`src/rtl/sram_arbiter.sv`:
```
// sram_arbiter: shares one sram_controller port among NUM_CLIENTS requesters.
// Define SRAM_ARBITER_RR_EN for round-robin arbitration; default is fixed priority.
module sram_arbiter #(
    parameter int ADDR_BITS    = 20,
    parameter int DATA_BITS    = 16,
    parameter int NUM_CLIENTS  = 2,
    parameter int READ_LATENCY = 2,
    parameter int TURNAROUND   = 1
) (
    input  logic                             clk,
    input  logic                             reset_n,
    input  logic [NUM_CLIENTS-1:0]           req_valid,
    output logic [NUM_CLIENTS-1:0]           req_ready,
    input  logic [NUM_CLIENTS-1:0]           req_we,
    input  logic [NUM_CLIENTS*ADDR_BITS-1:0] req_addr,
    input  logic [NUM_CLIENTS*DATA_BITS-1:0] req_data,
    output logic [NUM_CLIENTS-1:0]           rsp_valid,
    output logic [DATA_BITS-1:0]             rsp_data,
    output logic                             ctrl_read_only,
    output logic [ADDR_BITS-1:0]             ctrl_addr,
    output logic [DATA_BITS-1:0]             ctrl_data_i,
    input  logic [DATA_BITS-1:0]             ctrl_data_o
);
    localparam int NC = NUM_CLIENTS;
    localparam int RL = READ_LATENCY;
    localparam int IW = (NC > 1) ? $clog2(NC) : 1;

    logic                 r_dir;
    logic [1:0]           r_ta_cnt;
    logic                 r_pend_v;
    logic [IW-1:0]        r_pend_idx;
    logic                 r_rd_v;
    logic [IW-1:0]        r_rd_idx;
    logic [RL-1:0]        r_tag_v;
    logic [IW-1:0]        r_tag_idx [RL];
    logic                 r_ro;
    logic [ADDR_BITS-1:0] r_addr;
    logic [DATA_BITS-1:0] r_wdata;

    logic                 w_any;
    logic [IW-1:0]        w_lo;
    logic [IW-1:0]        w_win;
    logic                 w_we;
    logic [ADDR_BITS-1:0] w_addr;
    logic [DATA_BITS-1:0] w_data;
    logic                 w_block;
    logic [NC-1:0]        w_ready;
    logic                 w_accept;
    logic [NC-1:0]        w_rsp;

`ifdef SRAM_ARBITER_RR_EN
    logic [IW-1:0]        r_ptr;
    logic                 w_any_hi;
    logic [IW-1:0]        w_hi;

    // Pointer names the first client searched: one past the last grant.
    always_ff @(posedge clk or negedge reset_n) begin
        if (!reset_n) begin
            r_ptr <= '0;
        end else if (w_accept) begin
            r_ptr <= (int'(w_win) == NC - 1) ? '0 : w_win + IW'(1);
        end
    end
`endif

    // Winner: the client held through a turnaround, else the first requester.
    always_comb begin
        w_any = 1'b0;
        w_lo  = '0;
`ifdef SRAM_ARBITER_RR_EN
        w_any_hi = 1'b0;
        w_hi     = '0;
`endif
        for (int i = NC - 1; i >= 0; i--) begin
            if (req_valid[i]) begin
                w_any = 1'b1;
                w_lo  = IW'(i);
`ifdef SRAM_ARBITER_RR_EN
                if (IW'(i) >= r_ptr) begin
                    w_any_hi = 1'b1;
                    w_hi     = IW'(i);
                end
`endif
            end
        end
        w_win = w_lo;
`ifdef SRAM_ARBITER_RR_EN
        if (w_any_hi) w_win = w_hi;
`endif
        if (r_pend_v) begin
            w_any = 1'b1;
            w_win = r_pend_idx;
        end
    end

    // Route the winning client's request fields.
    always_comb begin
        w_we   = 1'b0;
        w_addr = '0;
        w_data = '0;
        for (int i = 0; i < NC; i++) begin
            if (w_win == IW'(i)) begin
                w_we   = req_we[i];
                w_addr = req_addr[i*ADDR_BITS +: ADDR_BITS];
                w_data = req_data[i*DATA_BITS +: DATA_BITS];
            end
        end
    end

    assign w_block = (w_we != r_dir) && (r_ta_cnt != 2'd0);

    // Grant the winner unless it must wait out a direction change.
    always_comb begin
        w_ready = '0;
        for (int i = 0; i < NC; i++) begin
            w_ready[i] = reset_n && w_any && !w_block &&
                         (w_win == IW'(i)) && req_valid[i];
        end
    end

    assign req_ready = w_ready;
    assign w_accept  = |w_ready;

    // Issue register, direction tracking and turnaround countdown.
    always_ff @(posedge clk or negedge reset_n) begin
        if (!reset_n) begin
            r_ro       <= 1'b1;
            r_addr     <= '0;
            r_wdata    <= '0;
            r_rd_v     <= 1'b0;
            r_rd_idx   <= '0;
            r_dir      <= 1'b0;
            r_ta_cnt   <= 2'd0;
            r_pend_v   <= 1'b0;
            r_pend_idx <= '0;
        end else if (w_accept) begin
            r_ro     <= ~w_we;
            r_addr   <= w_addr;
            r_wdata  <= w_we ? w_data : '0;
            r_rd_v   <= ~w_we;
            r_rd_idx <= w_win;
            r_dir    <= w_we;
            r_ta_cnt <= 2'(TURNAROUND);
            r_pend_v <= 1'b0;
        end else begin
            r_ro    <= 1'b1;
            r_wdata <= '0;
            r_rd_v  <= 1'b0;
            if (r_ta_cnt != 2'd0) r_ta_cnt <= r_ta_cnt - 2'd1;
            if (w_any && w_block) begin
                r_pend_v   <= 1'b1;
                r_pend_idx <= w_win;
            end
        end
    end

    // Read tags ride a READ_LATENCY-deep pipe behind the issue cycle.
    always_ff @(posedge clk or negedge reset_n) begin
        if (!reset_n) begin
            r_tag_v <= '0;
            for (int k = 0; k < RL; k++) r_tag_idx[k] <= '0;
        end else begin
            r_tag_v[0]   <= r_rd_v;
            r_tag_idx[0] <= r_rd_idx;
            for (int k = 1; k < RL; k++) begin
                r_tag_v[k]   <= r_tag_v[k-1];
                r_tag_idx[k] <= r_tag_idx[k-1];
            end
        end
    end

    // Decode the tag leaving the pipe into a per-client strobe.
    always_comb begin
        w_rsp = '0;
        for (int i = 0; i < NC; i++) begin
            w_rsp[i] = r_tag_v[RL-1] && (r_tag_idx[RL-1] == IW'(i));
        end
    end

    assign rsp_valid      = w_rsp;
    assign rsp_data       = (|w_rsp) ? ctrl_data_o : '0;
    assign ctrl_read_only = r_ro;
    assign ctrl_addr      = r_addr;
    assign ctrl_data_i    = r_wdata;
endmodule

```
`config.mk`:
```
export PLATFORM = sky130hd
export DESIGN_NAME = sram_arbiter
export DESIGN_NICKNAME = d
export VERILOG_FILES = /design/src/rtl/sram_arbiter.sv
export SDC_FILE = /design/constraint.sdc
export NUM_CORES = 1
export LEC_CHECK = 0
export ABC_AREA = 1
export CAP_MARGIN = 0
export CORE_ASPECT_RATIO = 0.5
export CORE_MARGIN = 2
export CORE_UTILIZATION = 35
export CTS_BUF_LIST = sky130_fd_sc_hd__clkbuf_4 sky130_fd_sc_hd__clkbuf_8
export DETAILED_ROUTE_END_ITERATION = 12
export PLACE_DENSITY_LB_ADDON = 0.08
export SLEW_MARGIN = 20
export SYNTH_ARGS = -nofsm -noshare
export SYNTH_HDL_FRONTEND = slang
export SYNTH_SLANG_ARGS = --single-unit
```
`constraint.sdc`:
```
create_clock -name clk -period 1.6 [get_ports clk]
set_input_delay 0.4 -clock clk [delete_from_list [all_inputs] [get_ports clk]]
set_output_delay 0.4 -clock clk [all_outputs]
set_load 0.02 [all_outputs]
```
==> reports/metrics.cfg, run 1 <==
[critical_path]
critPathKind=in -> out
cp_slowest_cell=clkdlybuf4s50_1
start_kind=primary input
cp_max_fo=3
arrival_ps=1560
cp_num_buf_inv=4
end_kind=primary output
crit_chain=clkdlybuf4s50_1, inv_1, nand2_4, nand3_4, nand3_4, nand3_2, inv_2, buf_6
worst_path_dominant_cell_family=buffers and inverters
cpMostUsedCell=nand3_4
cp.required_ps=1200
max_stage_delay_ps=530

[run_status]
status=finished, violations left
violations=negative setup slack

[route]
drtIter0Drc=105
drt-vias-per-instance=4.591
detail-route-antenna-nets=0
dr.pass1.iters=4
drc_errors=0
num_vias=2888
wl_mm=8.199
avgRoutedWirePerCell_um=13.03

[sta]
worst_slack_ps=-357.9
rsz0062_at_grt=yes
setup_violations=44
tightest_slew_ps=618.2
fin_tns_setup_ps=-9876
min_period_over_period_pct=122.4
relSlewSlack_pct=58.79
max_freq_ghz=0.5108
finalClockSkew_ps=5.500
report.final.hold_viol_count=0
fin_crit_ps=1958
slew_viol_final=0

[global_route]
first_global_vias=2634
grt_remaining_overflow=0
grt_max_degree=49
grt_pass1_wl_mm=13.02
antenna_found_initial=0
grt.total_usage_pct=20.01

[layout]
fillCellCount=678
multi_input_area_um2=1291
antenna_cells=0
final_nets=627
finish.instance_area_um2=4653
area_growth_pct=78.28
layout-drive-gt1-share_pct=19.70
area.sequential_um2=1204

[job]
max-cap-violations=0

[yosys]
synth_top_area_share_pct=45.06
synthFlopType=dfrtp_1
ys_async_sr_fraction_pct=100.0
synth_cell_types=22
ys_ff_latch=48
synth-adder-area-share_pct=0.4794
synth_top_family_by_area=simple AND/OR/NAND/NOR gates
synth_warnings=0
ys_seq_area_share_pct=46.07
synth_compound_gate_area_share_pct=9.252
syn_nets=454
yosys-top-cells-area=dfrtp_1 45%, nand2_1 28%, o2111ai_1 7.0%, inv_1 4.5%, nor2_1 3.2%
synth_most_common_cell=nand2_1
synth-xor-area-share_pct=0
syn_area_um2=2610
synth_area_leader_cell=dfrtp_1
synthSimpleGateAreaFrac_pct=34.28
syn_inst=359
synth_mux_area_share_pct=0
syn_area_per_cell_um2=7.270
synth_edf_count=0
synthTopCellsByCount=196 x nand2_1, 47 x dfrtp_1, 31 x inv_1

[clock_network]
clockRootBuffer=clkbuf_8
cts_hold_buf=0
htreeDepth=2
clk_pin_slew_ps=90
cts_buffers=5
cts_tree=done
clock-sinks=48
cts.path.max_buffers=2
worstSkewPairLatency_ps=300

[die]
ios=151
row_count=22
die_w_um=126.1
initial_core_util_pct=35.92
die_height_um=65.06
die_area_um2=8206
core_area_um2=7267

[pwr]
p_seq_share_pct=25.6
swShare_pct=44.85
cellPowerDensity_nw_per_um2=1531
power_switching_mw=3.196
p_comb_share_pct=64.2
internal_power_mw=3.930
ir_drop_mv=0.8777
clkPwrFrac_pct=10.2
power_leakage_nw=2.576
finalPower_mw=7.125

[place]
gp_congestion=0.7588
io_buffers=150
hpwl_mm=5.570
dpl_cell_area_um2=4299
dp_slack_ps=-1023

[min_path]
hp-class=in -> async

==> per-layer routing <==
layer	global-route usage (%)	share of wire, %	up-vias
met2	34.14	46	93
met1	25.85	46	1327
met4	3.022	0.38	0
met5	0	0	-
li1	-	-	1464
met3	6.028	7.5	4
==> cell type report <==
class	instances	area share [%]
Sequential cell	48	25.87
Clock buffer	5	1.479
Clock inverter	3	0.4033
Inverter	32	2.581
Multi-Input combinational cell	257	27.75
Timing Repair Buffer	188	39.34
Tap cell	96	2.581
==> per-stage QoR <==
stage / instances / util [%] / hold WS (ps)
3_5_place_dp: 604 / 59.16 / 336.2
6_report: 629 / 64.03 / 241.1
3_3_place_gp: 604 / 59.16 / 331.6
2_1_floorplan: 359 / - / 104.4
4_1_cts: 625 / 62.41 / 260.8
5_1_grt: 629 / 64.03 / 284.1
==> layout by cell type, fill, tap and decap left out, drive strengths merged <==
cell type / instances
clkdlybuf4s50: 90
o211ai: 1
buf: 58
clkbuf: 6
o2111ai: 21
nand3: 7
a21oi: 2
o21ai: 3
dfstp: 1
dfrtp: 47
clkinv: 4
dlygate4sd2: 39
nand4: 1
a21boi: 1
nor2: 23
ha: 1
nand2: 197
inv: 31
==> path summary, 6_finish.rpt <==
check / slack, ps / from / depth (start not counted) / to
max: -360 / req_we[0] / 8 / req_ready[0]
min: 240 / reset_n / 2 / r_dir
max reg2reg: -290 / r_pend_v / 12 / r_dir
min reg2reg: 350 / r_tag_v[0] / 0 / r_tag_v[1]
max in group asynchronous: 910 / reset_n / 2 / r_pend_v
min in group clk: 350 / r_tag_v[0] / 0 / r_tag_v[1]
==> state kept, by name (all words and copies together), names as in the netlist <==
| signal | count |
|---|---|
| ctrl_addr | 20 |
| ctrl_data_i | 16 |
| ctrl_read_only | 1 |
| r_dir | 1 |
| r_pend_idx | 1 |
| r_pend_v | 1 |
| r_rd_idx | 1 |
| r_rd_v | 1 |
| r_ta_cnt | 2 |
| r_tag_idx | 2 |
| r_tag_v | 2 |
==> logic make-up (layout without fill, tap and decap cells) <==
family | count (synthesis) | after routing
adders and majority gates | 1 | 1
AOI/OAI and AO/OA | 28 | 28
DFF | 48 | 48
buffers and inverters | 54 | 228
and+or+nand+nor | 228 | 228
==> power by group through the flow <==
stage                     clock (mW)  sequential (mW)  combinational (mW)
after floorplan                    0             2.15                2.00
after global placement             0             1.82                3.97
after detailed placement           0             1.82                4.01
after CTS                      0.753             1.80                4.33
after global routing           0.812             1.87                5.03
final                          0.727             1.83                4.57
==> repair_timing <==
item,in CTS,in global routing
resized for setup,136,49
gates cloned,5,0
setup buffers,9,5
endpoints found under the setup margin,98,49
pin swaps,5,3
No activity file was read; power rests on OpenSTA's default activity.
==> inputs of run 2 (changes only) <==
CELL_PAD_IN_SITES_DETAIL_PLACEMENT = 0   (was unset)
CELL_PAD_IN_SITES_GLOBAL_PLACEMENT = 1   (was unset)
CORE_UTILIZATION = 24   (was 35)
==> reports/metrics.cfg, run 2 (synthesis gave the netlist of run 1 again) <==
[place]
io_buffers=150
dpl_cell_area_um2=4352
dp_slack_ps=-1102
gp_congestion=0.7323
hpwl_mm=6.495

[global_route]
grt_remaining_overflow=0
grt_max_degree=49
first_global_vias=2725
grt.total_usage_pct=14.77
grt_pass1_wl_mm=13.69
antenna_found_initial=0

[die]
initial_core_util_pct=25.15
die_w_um=151.5
core_area_um2=10380
die_area_um2=11780
ios=151
die_height_um=77.74
row_count=26

[pwr]
power_switching_mw=3.268
p_seq_share_pct=24.3
internal_power_mw=4.258
ir_drop_mv=0.5464
swShare_pct=43.42
power_leakage_nw=2.622
clkPwrFrac_pct=12.9
cellPowerDensity_nw_per_um2=1561
p_comb_share_pct=62.9

[clock_network]
htreeDepth=2
clock-sinks=48
worstSkewPairLatency_ps=300
cts_buffers=5
cts_tree=done
cts_hold_buf=0
cts.path.max_buffers=2
clk_pin_slew_ps=90
clockRootBuffer=clkbuf_8

[critical_path]
start_kind=flop
arrival_ps=1530
cp.required_ps=1200
rr_startpoint=r_pend_v
worstRegToRegCells=10
critPathKind=reg -> out
end_kind=primary output
ff2ff_setup_slack_ps=-320
regToRegEndpoint=ctrl_addr[12]
cp_max_fo=4

[route]
drt-vias-per-instance=4.199
drc_errors=0
num_vias=2834
drtIter0Drc=90
dr.pass1.iters=4
avgRoutedWirePerCell_um=13.88
wl_mm=9.366
detail-route-antenna-nets=0

[run_status]
status=finished, violations left
violations=negative setup slack

[sta]
worst_slack_ps=-331.9
report.final.hold_viol_count=0
finalClockSkew_ps=5.241
tightest_slew_ps=618.1
rsz0062_at_grt=yes
max_freq_ghz=0.5176
slew_viol_final=0
fin_crit_ps=1932
setup_violations=43
min_period_over_period_pct=120.7
fin_tns_setup_ps=-10370
relSlewSlack_pct=58.80

[layout]
most-common-layout-cells=185 x nand2_1, 88 x clkdlybuf4s50_1, 45 x dfrtp_1
final_nets=629
antenna_cells=0
area_growth_pct=84.76
finish.instance_area_um2=4822
largest_register_ffs=20
final_common_cell=nand2_1
layout-drive-gt1-share_pct=20.56

[job]
max-cap-violations=0

[min_path]
hp-class=in -> async

==> run 2: area by class of cell <==
type                    count  area, um2
clock buffers               7      96.34
inverters                  32      123.9
repair buffers            190       1916
multi-input cells         257       1276
flip-flops and latches     48       1205
well taps                 140      175.2
clock inverters             1      30.03
fillers                  1075       5555
==> run 2: critical path: stages (launching register included) <==
cell and delay [ps]:
dfrtp_2 470, inv_2 80, nand2_4 70, nand2_4 100
nand2_4 60, nand3_4 70, nand3_4 120, nand3_4 100
inv_2 40, buf_6 120
==> run 2: power groups by stage <==
| stage | logic (mW) | registers [mW] | clock network (mW) |
|---|---|---|---|
| after floorplan | 2.00 | 2.15 | 0 |
| after global placement | 4.06 | 1.81 | 0 |
| after detailed placement | 4.07 | 1.83 | 0 |
| after CTS | 4.00 | 1.80 | 1.00 |
| after global routing | 5.20 | 1.88 | 1.05 |
| final | 4.73 | 1.83 | 0.968 |
==> run 2: metal layers <==
metal | wire [um] | global-route usage, %
met5 | 0 | 0
met4 | 60 | 2.897
met3 | 1001 | 5.235
met2 | 4068 | 23.85
met1 | 4235 | 19.18
==> run 2: stage by stage <==
stage | power, mW | std cells | hold slack, ps | util (%)
finish | 7.526 | 675 | 231.2 | 46.47
global route | 8.133 | 675 | 271.6 | 46.47
CTS | 6.807 | 662 | 248.2 | 42.60
detailed placement | 5.902 | 651 | 334.7 | 41.93
global placement | 5.872 | 651 | 332.7 | 41.93
floorplan | 4.149 | 359 | 104.4 | -
==> run 2: worst max-delay path by stage <==
stage	end	slack, ps	startpoint
after detailed placement	req_ready[0]	-1100	req_valid[0]
after CTS	req_ready[1]	-340	r_pend_v
after floorplan	req_ready[0]	-90	r_pend_v
after global routing	req_ready[0]	-420	r_pend_v
after global placement	req_ready[0]	-1040	req_valid[0]
final	req_ready[0]	-330	r_pend_v
==> run 2: timing repair <==
action,CTS,global route
endpoints found under the hold margin,0,0
cloned,0,6
resized for setup,140,65
buffers inserted,4,7
endpoints found under the setup margin,99,47
pin swaps,2,6
==> inputs of run 3 (changes only) <==
CTS_CLUSTER_SIZE = 20   (was unset)
==> results of run 3 <==
No change in the layout: final DEF, timing and power equal those of run 2.
